[config.mk]
export PLATFORM = sky130hd
export DESIGN_NAME = mem_bus_demux
export DESIGN_NICKNAME = d
export VERILOG_FILES = /design/src/rtl/mem_bus_demux.sv
export SDC_FILE = /design/constraint.sdc
export NUM_CORES = 1
export LEC_CHECK = 0
export BUFFER_PORTS_ARGS = -buffer_cell sky130_fd_sc_hd__buf_2
export CORE_AREA = 2 2 121 123
export DETAILED_ROUTE_END_ITERATION = 8
export DIE_AREA = 0 0 123 125
export PLACE_DENSITY = 0.71
export SLEW_MARGIN = 20
export SYNTH_ARGS = -nofsm -noshare
export SYNTH_HDL_FRONTEND = slang
export SYNTH_SLANG_ARGS = --single-unit
[constraint.sdc]
create_clock -name clk_i -period 9.4 [get_ports clk_i]
set_clock_uncertainty 0.2 [all_clocks]
set_input_delay 1.41 -clock clk_i [delete_from_list [all_inputs] [get_ports clk_i]]
set_output_delay 1.41 -clock clk_i [all_outputs]
set_load 0.05 [all_outputs]
[src/rtl/mem_bus_demux.sv]
// mem_bus_demux: routes one CPU data-memory request to data memory (target 0)
// or the MMIO region (target 1), and returns the selected target's response.
// Only one transaction is outstanding at a time.
//
// Ports:
//   clk_i, rst_i          clock (rising edge), asynchronous active-high reset
//   req_*_i / req_ready_o CPU request channel (valid/ready handshake)
//   resp_*_o              one-cycle response pulse; rdata holds until the next response
//   t0_* / t1_*           target request buses (latched fields) and response inputs
//
// Optional feature: define MEM_DEMUX_TIMEOUT_EN to enable a WAIT-state watchdog.
// If no response arrives within TIMEOUT cycles, the block returns resp_err = 1
// with rdata 32'hDEAD_BEEF. Without the macro, resp_err is tied to 0 and WAIT
// persists indefinitely.
module mem_bus_demux #(
  parameter int unsigned   N       = 32,
  parameter int unsigned   AW      = 32,
  parameter logic [AW-1:0] T1_BASE = 32'hFFFF_0000,
  parameter logic [AW-1:0] T1_MASK = 32'hFFFF_0000
`ifdef MEM_DEMUX_TIMEOUT_EN
  ,
  parameter int unsigned   TIMEOUT = 255
`endif
) (
  input  logic           clk_i,
  input  logic           rst_i,
  input  logic           req_valid_i,
  output logic           req_ready_o,
  input  logic [AW-1:0]  req_addr_i,
  input  logic           req_we_i,
  input  logic [N-1:0]   req_wdata_i,
  input  logic [N/8-1:0] req_wstrb_i,
  output logic           resp_valid_o,
  output logic [N-1:0]   resp_rdata_o,
  output logic           resp_err_o,
  output logic           t0_valid_o,
  output logic           t1_valid_o,
  input  logic           t0_ready_i,
  input  logic           t1_ready_i,
  output logic [AW-1:0]  t0_addr_o,
  output logic [AW-1:0]  t1_addr_o,
  output logic           t0_we_o,
  output logic           t1_we_o,
  output logic [N-1:0]   t0_wdata_o,
  output logic [N-1:0]   t1_wdata_o,
  output logic [N/8-1:0] t0_wstrb_o,
  output logic [N/8-1:0] t1_wstrb_o,
  input  logic           t0_resp_valid_i,
  input  logic           t1_resp_valid_i,
  input  logic [N-1:0]   t0_rdata_i,
  input  logic [N-1:0]   t1_rdata_i
);

  typedef enum logic [1:0] {StIdle, StIssue, StWait} state_e;

  state_e         state_q, state_d;
  logic           sel_q;
  logic [AW-1:0]  addr_q;
  logic           we_q;
  logic [N-1:0]   wdata_q;
  logic [N/8-1:0] wstrb_q;
  logic           resp_valid_q, resp_valid_d;
  logic [N-1:0]   resp_rdata_q, resp_rdata_d;
  logic           accept;

  // Only the selected target's handshake signals are observed.
  logic           tgt_ready;
  logic           tgt_resp;
  logic [N-1:0]   tgt_rdata;

  assign tgt_ready = sel_q ? t1_ready_i      : t0_ready_i;
  assign tgt_resp  = sel_q ? t1_resp_valid_i : t0_resp_valid_i;
  assign tgt_rdata = sel_q ? t1_rdata_i      : t0_rdata_i;

  assign req_ready_o = (state_q == StIdle) & ~rst_i;
  assign accept      = req_valid_i & req_ready_o;

`ifdef MEM_DEMUX_TIMEOUT_EN
  localparam int unsigned CntW = ($clog2(TIMEOUT + 1) > 8) ? $clog2(TIMEOUT + 1) : 8;
  logic [CntW-1:0] cnt_q, cnt_d;
  logic            resp_err_q, resp_err_d;
  logic            cnt_hit;
  // Count reaches TIMEOUT on this WAIT cycle.
  assign cnt_hit = ({1'b0, cnt_q} + 1'b1) == (CntW + 1)'(TIMEOUT);
`endif

  always_comb begin
    state_d      = state_q;
    resp_valid_d = 1'b0;
    resp_rdata_d = resp_rdata_q;
`ifdef MEM_DEMUX_TIMEOUT_EN
    cnt_d        = cnt_q;
    resp_err_d   = 1'b0;
`endif
    unique case (state_q)
      StIdle: begin
        if (accept) state_d = StIssue;
      end
      StIssue: begin
        if (tgt_ready) begin
          state_d = StWait;
`ifdef MEM_DEMUX_TIMEOUT_EN
          cnt_d   = '0;
`endif
        end
      end
      StWait: begin
        // A response in the same cycle as the timeout takes priority.
        if (tgt_resp) begin
          state_d      = StIdle;
          resp_valid_d = 1'b1;
          resp_rdata_d = we_q ? '0 : tgt_rdata;
        end
`ifdef MEM_DEMUX_TIMEOUT_EN
        else if (cnt_hit) begin
          state_d      = StIdle;
          resp_valid_d = 1'b1;
          resp_err_d   = 1'b1;
          resp_rdata_d = N'(32'hDEAD_BEEF);
        end else begin
          cnt_d = cnt_q + 1'b1;
        end
`endif
      end
      default: state_d = StIdle;
    endcase
  end

  always_ff @(posedge clk_i or posedge rst_i) begin
    if (rst_i) begin
      state_q      <= StIdle;
      sel_q        <= 1'b0;
      addr_q       <= '0;
      we_q         <= 1'b0;
      wdata_q      <= '0;
      wstrb_q      <= '0;
      resp_valid_q <= 1'b0;
      resp_rdata_q <= '0;
    end else begin
      state_q      <= state_d;
      resp_valid_q <= resp_valid_d;
      resp_rdata_q <= resp_rdata_d;
      if (accept) begin
        sel_q   <= ((req_addr_i & T1_MASK) == T1_BASE);
        addr_q  <= req_addr_i;
        we_q    <= req_we_i;
        wdata_q <= req_wdata_i;
        wstrb_q <= req_wstrb_i;
      end
    end
  end

`ifdef MEM_DEMUX_TIMEOUT_EN
  always_ff @(posedge clk_i or posedge rst_i) begin
    if (rst_i) begin
      cnt_q      <= '0;
      resp_err_q <= 1'b0;
    end else begin
      cnt_q      <= cnt_d;
      resp_err_q <= resp_err_d;
    end
  end
  assign resp_err_o = resp_err_q;
`else
  assign resp_err_o = 1'b0;
`endif

  assign resp_valid_o = resp_valid_q;
  assign resp_rdata_o = resp_rdata_q;

  assign t0_valid_o = (state_q == StIssue) & ~sel_q;
  assign t1_valid_o = (state_q == StIssue) &  sel_q;

  // Both buses carry the latched fields; only the valid line differs.
  assign t0_addr_o  = addr_q;
  assign t1_addr_o  = addr_q;
  assign t0_we_o    = we_q;
  assign t1_we_o    = we_q;
  assign t0_wdata_o = wdata_q;
  assign t1_wdata_o = wdata_q;
  assign t0_wstrb_o = wstrb_q;
  assign t1_wstrb_o = wstrb_q;

endmodule

==> results.tsv, run 1 <==
stage	metric	value	unit
synthesis	ys_top_cells_by_count	105 x dfrtp_1, 73 x buf_4, 70 x mux2_1, 34 x mux2i_1, 26 x o41ai_2	
pwr	power_leakage	3.307	nW
detailed_routing	num_vias	3835	
setup_path	worst-endpoint-arrival	1940	ps
floorplan	die-width	123	um
placement	place_ws	5838	ps
cells_and_area	diodes	0	
clock_tree	holdBufCountCts	0	
clock_tree	tritoncts	built	
sta	setup_slack	5848	ps
detailed_routing	wl_per_cell	15.34	um
pwr	power	2.726	mW
floorplan	core	14200	um2
clock_tree	clock_latency	340	ps
clock_tree	cts_max_level	3	
placement	dp.cells	793	
clock_tree	clk_path_buf_depth	2	
detailed_routing	drtAntennaViolNets	0	
clock_tree	numCtsBuffers	9	
synthesis	yosysWarnings	0	
global_routing	grt_start_max_net_pins	72	
floorplan	io_pins	315	
worst_hold_path	min_path_type	register to register	
setup_path	crit_chain	buf_2 -> nor3_2 -> buf_2	
setup_path	cp_num_buf_inv	2	
job	cap_violations	0	
sta	slew_headroom	37.37	%
cells_and_area	nFillCells	1322	
sta	drv_slew	0	
floorplan	die_area	15380	um2
floorplan	rows	44	
detailed_routing	dr.max_layer_used	met4	
setup_path	slowest_delay	290	ps
floorplan	initial_utilization	36.87	%
floorplan	die_h	125	um
placement	globalplace.congestion	0.7635	
clock_tree	cts_sinks	105	
clock_tree	cts_resized	0	
sta	finalSetupViolations	0	
cells_and_area	fin_cells	809	
sta	finalCriticalPeriod	3552	ps
placement	post-dp-hpwl	9270	um
synthesis	syn-cell-area	5236	um2
synthesis	synth_area_leaders	dfrtp_1 50%, mux2_1 15%, buf_4 10%, o41ai_2 8.1%, mux2i_1 6.5%	
detailed_routing	met1_length	4886	um
synthesis	synth_edf_count	0	
detailed_routing	wl_met2	6423	um
synthesis	seq_area_frac_synth	50.18	%
sta	rsz0062_at_grt	false	
run_status	status	completed	
setup_path	end_kind	output pin	
synthesis	yosysTopAreaCellShare	50.18	%
synthesis	synth_cell_types	24	
cells_and_area	fin_nets	760	
clock_tree	cts_setup_buffers	0	
global_routing	grt_overflow	0	
setup_path	critPathTopFamily	buffers and inverters	
global_routing	gr-usage-all-layers	15.76	%
setup_path	cpMaxStageDelayCell	buf_2	
synthesis	syn_avg_cell_area	13.39	um2
cells_and_area	final_area	6653	um2
setup_path	start_kind	input port	
detailed_routing	wl_met3	924	um
synthesis	synth_seq_cells	105	
pwr	vdd_ir_drop_max	0.1773	mV
sta	min_period_over_period	37.78	%
pwr	p_per_area	409.8	nW/um2
synthesis	yosys.area.top_type	dfrtp_1	
synthesis	synthCells	391	
detailed_routing	drc	0	
placement	place_area	6351	um2
synthesis	synth_fp_nets	531	
global_routing	grt_pass1_wl	19040	um
clock_tree	clockRootBuffer	clkbuf_16	
placement	io_buffer_count	313	
setup_path	critPathMaxFanout	2	
detailed_routing	wl	12410	um
synthesis	yosysMostFrequentCell	dfrtp_1	
synthesis	ys.flop_type	dfrtp_1	
sta	tightest_slew	939.5	ps
cells_and_area	drive_gt1_share	58.72	%
detailed_routing	via_per_inst	4.740	
detailed_routing	drt_iter0_markers	132	
sta	hold_violations	0	
sta	tns	0	ps
global_routing	antenna_found_initial	0	
clock_tree	clk_pin_slew	70	ps
synthesis	postSynth.asyncResetShare	100.0	%
setup_path	cpMostUsedCell	buf_2	
global_routing	grt_pass1_vias	3790	
sta	clock.fmax	281.6	MHz
detailed_routing	drtPass1Iterations	4	
cells_and_area	syn_to_final_growth	27.05	%
setup_path	crit_required	7790	ps
setup_path	path_class	input port to output pin	
-- cell families (layout without fill, tap and decap cells) --
group                  after synthesis  after routing  share of synthesized area, %
muxes                              104            104                         21.55
and+or+nand+nor                     13             13                         1.506
other                                1              1                       0.07162
DFF                                105            105                         50.18
buffers and inverters              102            336                         14.29
AOI/OAI and AO/OA                   66             66                         12.40
-- cell usage in the layout, fill, tap and decap left out, types with 2 or more instances in the layout --
cell,n
o21ai_0,10
mux2_1,70
nor2_1,2
nand4_1,4
o41ai_2,26
dfrtp_2,2
clkinvlp_4,2
buf_2,313
mux2i_1,33
buf_4,5
o21ai_1,23
dfrtp_1,103
o41ai_1,6
clkbuf_16,9
inv_6,3
-- path summary, 6_finish.rpt --
kind                                  start          endpoint  slack [ps]  depth (start not counted)
max                                   rst_i       req_ready_o        5850                          3
min                        resp_rdata_o[20]  resp_rdata_o[20]         290                          2
max reg2reg                           sel_q   resp_rdata_o[2]        6890                          5
min reg2reg                resp_rdata_o[20]  resp_rdata_o[20]         290                          2
max in group asynchronous             rst_i   resp_rdata_o[8]        6910                          3
min in group asynchronous             rst_i     t0_addr_o[12]         990                          2
-- power breakdown --
part | internal [mW] | switching, mW | leakage, nW | total (mW)
clock network | 0.209 | 0.168 | 0.143 | 0.377
registers | 0.623 | 0.130 | 1.28 | 0.753
logic | 0.341 | 1.25 | 1.89 | 1.60
total | 1.17 | 1.55 | 3.31 | 2.73
-- per-stage QoR --
step	hold slack, ps	utilization [%]
2_1_floorplan	347.0	-
3_3_place_gp	268.6	44.71
3_5_place_dp	273.7	44.71
4_1_cts	293.6	46.84
5_1_grt	321.4	46.84
6_report	289.4	46.84
-- flip-flops by register name, summed over array words and instances (netlist names) --
register,cells
resp_rdata_o,32
sel_q,1
t0_we_o,1
t0_wstrb_o,4
t0_wdata_o,32
state_q,2
t0_addr_o,32
resp_valid_o,1
-- worst min-delay path: stages (launching register included) --
cell and delay [ps]:
dfrtp_1 340, o21ai_1 60, o41ai_1 50
-- metal layers --
metal  vias to the layer above  GRT usage [%]
li1                       1798              -
met4                         0          5.214
met5                         -              0
met1                      1867          18.53
met3                        14          3.558
met2                       156          28.05
-- cell type report --
type                    count  area [um2]  share of cell area (%)
clock buffers               9       225.2                   3.385
clock inverters             7       76.32                   1.147
inverters                   2       10.01                  0.1505
multi-input cells         184        1877                   28.21
flip-flops and latches    105        2630                   39.53
well taps                 184       230.2                   3.461
repair buffers            318        1604                   24.11
Note: power is estimated with default switching activity, not from simulation.
==> run 2, diff against run 1 <==
--- a/config.mk
+++ b/config.mk
@@ -5,11 +5,12 @@
 export SDC_FILE = /design/constraint.sdc
 export NUM_CORES = 1
 export LEC_CHECK = 0
+export ABC_AREA = 1
 export BUFFER_PORTS_ARGS = -buffer_cell sky130_fd_sc_hd__buf_2
-export CORE_AREA = 2 2 121 123
+export CORE_AREA = 2 2 123 125
 export DETAILED_ROUTE_END_ITERATION = 8
-export DIE_AREA = 0 0 123 125
-export PLACE_DENSITY = 0.71
+export DIE_AREA = 0 0 125 127
+export PLACE_DENSITY = 0.67
 export SLEW_MARGIN = 20
 export SYNTH_ARGS = -nofsm -noshare
 export SYNTH_HDL_FRONTEND = slang
==> constraint.sdc (replaced) <==
create_clock -name clk_i -period 3.4 [get_ports clk_i]
set_clock_uncertainty 0.2 [all_clocks]
set_input_delay 0.51 -clock clk_i [delete_from_list [all_inputs] [get_ports clk_i]]
set_output_delay 0.51 -clock clk_i [all_outputs]
set_load 0.05 [all_outputs]
==> run 2 against run 1 <==
Effect of this change:
- non-clock buffer count rose by 1
- clock-buffer cell count up 4
- via count rose by 17%
- global-route usage grew 0.87 points
- design area down 2.2%
- hold slack worse by 140 ps
- highest routed layer unchanged
==> results.tsv, run 2 <==
stage	metric	value	unit	change
run_status	status	completed		
setup_path	r2r_slack	1200	ps	-5690 ps
synthesis	yosysWarnings	0		unchanged
clock_tree	holdBufCountCts	0		unchanged
synthesis	yosysTopAreaCellShare	51.76	%	+1.6 points
setup_path	end_kind	register		
synthesis	synth_area_leaders	dfrtp_1 52%, nand2_1 18%, buf_4 12%, o21ai_0 4.3%, o31ai_2 4.2%		
synthesis	yosysMostFrequentCell	nand2_1		
placement	post-dp-hpwl	9862	um	+6.4%
job	cap_violations	0		unchanged
worst_hold_path	min_path_type	input port to async pin		
placement	place_ws	1244	ps	-4594 ps
setup_path	worst-endpoint-arrival	2250	ps	+310 ps
sta	finalCriticalPeriod	2198	ps	
sta	hold_violations	0		unchanged
sta	tns	0	ps	unchanged
detailed_routing	num_vias	4478		+17%
sta	min_period_over_period	64.64	%	
floorplan	die-width	125	um	+1.6%
floorplan	io_pins	315		unchanged
setup_path	r2r-end	resp_rdata_o[30]		
clock_tree	tritoncts	built		
clock_tree	numCtsBuffers	9		unchanged
cells_and_area	drive_gt1_share	43.50	%	-15 points
placement	globalplace.congestion	0.8666		+14%
synthesis	yosys.area.top_type	dfrtp_1		
synthesis	seq_area_frac_synth	51.76	%	+1.6 points
cells_and_area	fin_nets	958		+26%
setup_path	timing.critical_path.to	resp_rdata_o[30]		
detailed_routing	drc	0		unchanged
global_routing	grt_overflow	0		unchanged
sta	setup_slack	1202	ps	-4646 ps
synthesis	ys_top_cells_by_count	237 x nand2_1, 105 x dfrtp_1, 79 x buf_4, 44 x o21ai_0, 39 x nor2_1		
clock_tree	clockRootBuffer	clkbuf_16		
setup_path	path_class	register to register		
floorplan	core	14420	um2	+1.6%
detailed_routing	drtPass1Iterations	4		unchanged
floorplan	initial_utilization	35.19	%	-1.7 points
detailed_routing	wl	13740	um	+11%
setup_path	crit_required	3450	ps	-4340 ps
placement	io_buffer_count	313		unchanged
detailed_routing	wl_per_cell	13.65	um	-11%
clock_tree	cts_setup_buffers	0		unchanged
synthesis	syn-cell-area	5076	um2	-3.1%
sta	drv_slew	0		unchanged
setup_path	worstSetupStartpoint	sel_q		
clock_tree	cts_max_level	3		unchanged
global_routing	antenna_found_initial	0		unchanged
setup_path	r2r_cells	7		+2
synthesis	synthCells	589		+51%
synthesis	synth_cell_types	19		-21%
setup_path	r2r_start	sel_q		
global_routing	grt_start_max_net_pins	106		+47%
cells_and_area	final_cell_mix	313 x buf_2, 236 x nand2_1, 105 x dfrtp_1, 44 x o21ai_0, 39 x nor2_1		
clock_tree	clk_pin_slew	70	ps	about the same
detailed_routing	drtAntennaViolNets	0		unchanged
global_routing	grt_pass1_wl	21380	um	+12%
floorplan	die_area	15880	um2	+3.3%
global_routing	gr-usage-all-layers	16.63	%	+0.87 points
synthesis	synth_seq_cells	105		unchanged
clock_tree	clock_latency	340	ps	about the same
setup_path	start_kind	register		
setup_path	critPathMaxFanout	38		+36
floorplan	rows	44		unchanged
sta	finalSetupViolations	0		unchanged
detailed_routing	drt_iter0_markers	208		+58%
global_routing	grt_pass1_vias	4177		+10%
synthesis	syn_avg_cell_area	8.618	um2	-36%
clock_tree	cts_sinks	105		unchanged
sta	slew_headroom	44.96	%	+7.6 points
detailed_routing	via_per_inst	4.447		-6.2%
sta	clock.fmax	455.0	MHz	
cells_and_area	final_common_cell	buf_2		
floorplan	die_h	127	um	+1.6%
clock_tree	cts_resized	0		unchanged
synthesis	ys.flop_type	dfrtp_1		
sta	rsz0062_at_grt	false		
synthesis	postSynth.asyncResetShare	100.0	%	unchanged
synthesis	synth_edf_count	0		unchanged
cells_and_area	syn_to_final_growth	28.12	%	
cells_and_area	diodes	0		unchanged
sta	tightest_slew	824.6	ps	-114.9 ps
synthesis	synth_fp_nets	729		+37%
clock_tree	clk_path_buf_depth	2		unchanged
[run 2: logic make-up (layout without fill, tap and decap cells)]
| logic type | Yosys count | in the layout | share of synthesized area [%] |
|---|---|---|---|
| simple gates | 286 | 286 | 21.69 |
| other cells | 1 | 1 | 0.07388 |
| compound gates | 76 | 76 | 10.75 |
| flops | 105 | 105 | 51.76 |
| buf+inv | 121 | 355 | 15.73 |
[run 2: worst min-delay path by stage]
| stage | cells after the start | slack [ps] | to | startpoint |
|---|---|---|---|---|
| finish | 3 | 150 | state_q[1] | rst_i |
| global route | 3 | 140 | t0_wdata_o[3] | req_wdata_i[3] |
| CTS | 3 | 140 | t0_wdata_o[25] | req_wdata_i[25] |
| detailed placement | 2 | 260 | resp_rdata_o[13] | resp_rdata_o[13] |
| global placement | 2 | 260 | resp_rdata_o[16] | resp_rdata_o[16] |
| floorplan | 2 | 420 | t0_addr_o[0] | req_addr_i[0] |
[run 2: worst max-delay path, cell delays in order (launching register included)]
cell and delay, ps:
dfrtp_1 400, buf_4 250, nand2_1 120, nand2_1 70
nand2_2 470, buf_4 400, nand2_1 110, o31ai_2 70
[run 2: final cells by class]
cell class              instances  area, um2
clock buffers                  13      260.3
clock inverters                 3      15.01
fillers                      1468       7920
inverters                      20      81.33
multi-input cells             363       1653
flip-flops and latches        105       2628
well taps                     184      230.2
repair buffers                319       1637
[run 2: metrics by stage]
step / util [%] / hold slack (ps) / instance area [um2] / instances
after floorplan: - / 419.6 / 5080 / 589
after global placement: 43.18 / 261.4 / 6228 / 991
after detailed placement: 43.18 / 262.8 / 6228 / 991
after CTS: 45.09 / 140.4 / 6504 / 1007
after global routing: 45.09 / 143.2 / 6504 / 1007
final: 45.09 / 145.5 / 6504 / 1007
[run 2: metal layers]
layer / global-route usage, % / part of all wire, %
met1: 21.31 / 42
met2: 28.04 / 49
met3: 3.141 / 6.1
met4: 6.536 / 2.1
met5: 0 / 0
Power of run 2 is not shown: default switching activity piles up to over one toggle a cycle in this logic, so the estimate is an artifact.
==> run 3, diff against run 2 <==
==> constraint.sdc (replaced) <==
create_clock -name clk_i -period 2.3 [get_ports clk_i]
set_clock_uncertainty 0.2 [all_clocks]
set_input_delay 0.345 -clock clk_i [delete_from_list [all_inputs] [get_ports clk_i]]
set_output_delay 0.345 -clock clk_i [all_outputs]
set_load 0.05 [all_outputs]
==> run 3 against run 2 <==
Effect of this change:
- clock-buffer cell count down 3
- critical endpoint is now t0_valid_o
- hold slack got worse by 130 ps
- largest cell class unchanged
- critical path type is now register to output pin
- non-clock buffer count grew 60
- routed wire length increased by 5.3%
- design area increased by 9.6%
==> results.tsv, run 3 (synthesis gave the netlist of run 2 again) <==
stage	metric	value	unit	change
run_status	status	completed		
placement	post-dp-hpwl	10140	um	+2.8%
setup_path	worst-endpoint-arrival	1530	ps	-720 ps
cells_and_area	final_common_cell	buf_2		
floorplan	core	14420	um2	unchanged
global_routing	grt_pass1_wl	23050	um	+7.8%
sta	hold_violations	0		unchanged
setup_path	critPathTopFamily	buffers and inverters		
setup_path	crit_required	1750	ps	-1700 ps
placement	io_buffer_count	313		unchanged
cells_and_area	fin_nets	1018		+6.3%
clock_tree	clock_latency	340	ps	about the same
clock_tree	tritoncts	built		
placement	globalplace.congestion	0.8472		-2.2%
global_routing	gr-usage-all-layers	17.97	%	+1.3 points
cells_and_area	syn_to_final_growth	40.37	%	
setup_path	slowest_delay	510	ps	+40 ps
clock_tree	cts_sinks	105		unchanged
job	cap_violations	0		unchanged
setup_path	end_kind	output pin		
cells_and_area	final_cell_mix	313 x buf_2, 236 x nand2_1, 105 x dfrtp_1, 55 x dlygate4sd3_1, 44 x o21ai_0		
setup_path	critPathMaxFanout	13		-66%
setup_path	cp_num_buf_inv	2		unchanged
sta	slew_headroom	60.87	%	+16 points
clock_tree	numCtsBuffers	9		unchanged
global_routing	antenna_found_initial	0		unchanged
detailed_routing	drtAntennaViolNets	0		unchanged
detailed_routing	wl_per_cell	13.56	um	-0.64%
global_routing	grt_overflow	0		unchanged
sta	tns	0	ps	unchanged
setup_path	cpMaxStageDelayCell	dfrtp_1		
clock_tree	clk_path_buf_depth	2		unchanged
sta	clock.fmax	482.7	MHz	
sta	finalSetupViolations	0		unchanged
setup_path	start_kind	register		
detailed_routing	wl	14470	um	+5.3%
sta	drv_slew	0		unchanged
placement	place_area	6279	um2	+0.80%
detailed_routing	via_per_inst	4.472		+0.57%
detailed_routing	num_vias	4772		+6.6%
floorplan	die_h	127	um	unchanged
floorplan	rows	44		unchanged
clock_tree	clockRootBuffer	clkbuf_16		
setup_path	crit_chain	buf_4 -> nor2_1 -> buf_2		
cells_and_area	final_area	7126	um2	+9.6%
worst_hold_path	min_path_type	input port to register		
detailed_routing	drtPass1Iterations	4		unchanged
global_routing	grt_start_max_net_pins	79		-25%
cells_and_area	drive_gt1_share	41.34	%	-2.2 points
sta	min_period_over_period	90.08	%	
sta	rsz0062_at_grt	false		
detailed_routing	drt_iter0_markers	191		-8.2%
setup_path	path_class	register to output pin		
floorplan	initial_utilization	35.19	%	unchanged
sta	tightest_slew	587.0	ps	-237.7 ps
clock_tree	clk_pin_slew	70	ps	about the same
detailed_routing	drc	0		unchanged
cells_and_area	diodes	0		unchanged
sta	finalCriticalPeriod	2072	ps	
floorplan	die_area	15880	um2	unchanged
floorplan	die-width	125	um	unchanged
floorplan	io_pins	315		unchanged
global_routing	grt_pass1_vias	4759		+14%
clock_tree	cts_max_level	3		unchanged
run 3: cell count changes in the layout (fill, tap and decap cells not counted):
| cell | change |
|---|---|
| clkinv_2 | +1 |
| bufinv_16 | +1 |
| buf_4 | +4 |
| clkbuf_1 | -2 |
| clkinvlp_4 | +1 |
| dlygate4sd3_1 | +55 |
| buf_12 | +1 |
| clkbuf_8 | -1 |
run 3: layer usage:
layer | vias up | routed length [um] | part of all wire (%) | track usage (%)
li1 | 2353 | - | - | -
met2 | 179 | 7408 | 51 | 31.71
met5 | - | 0 | 0 | 0
met3 | 24 | 731 | 5.1 | 3.099
met1 | 2216 | 5994 | 41 | 21.93
met4 | 0 | 332 | 2.3 | 7.255
run 3: final timing paths:
kind                       slack (ps)        startpoint                to  cells after the start
setup / recovery                  230             sel_q        t0_valid_o                      3
hold / removal                     20   req_wdata_i[27]    t0_wdata_o[27]                      3
setup reg to reg                  530             sel_q  resp_rdata_o[29]                      7
hold reg to reg                   280  resp_rdata_o[20]  resp_rdata_o[20]                      2
max in group asynchronous         880             rst_i     t0_wdata_o[5]                      4
min in group asynchronous         480             rst_i   resp_rdata_o[9]                      4
run 3: cell type report:
| class | instances | area, um2 |
|---|---|---|
| timing repair buffer | 379 | 2237 |
| clock buffer | 10 | 239.0 |
| multi-input combinational | 363 | 1653 |
| clock inverter | 6 | 57.56 |
| tap | 184 | 230.2 |
| sequential | 105 | 2628 |
| fill | 1404 | 7298 |
| inverter | 20 | 81.33 |
run 3: stage by stage:
step | util (%) | cells | setup WS, ps | hold WS (ps)
2_1_floorplan | - | 589 | 365.6 | 254.6
3_3_place_gp | 43.53 | 996 | 551.5 | 260.1
3_5_place_dp | 43.53 | 996 | 529.5 | 267.1
4_1_cts | 49.40 | 1067 | 219.2 | 0.2048
5_1_grt | 49.40 | 1067 | 141.1 | 4.635
6_report | 49.40 | 1067 | 228.3 | 16.73
run 3: repair_timing:
action                                 4_1_cts  5_1_grt
buffers inserted                             0        0
hold buffers                                55        0
gates resized for setup                      0        0
endpoints found under the hold margin      113        0
run 3: worst min-delay path, stage by stage:
cell and delay (ps):
buf_2 80, nand2_1 50, nand2_1 50
Power of run 3 is left out for the same reason.
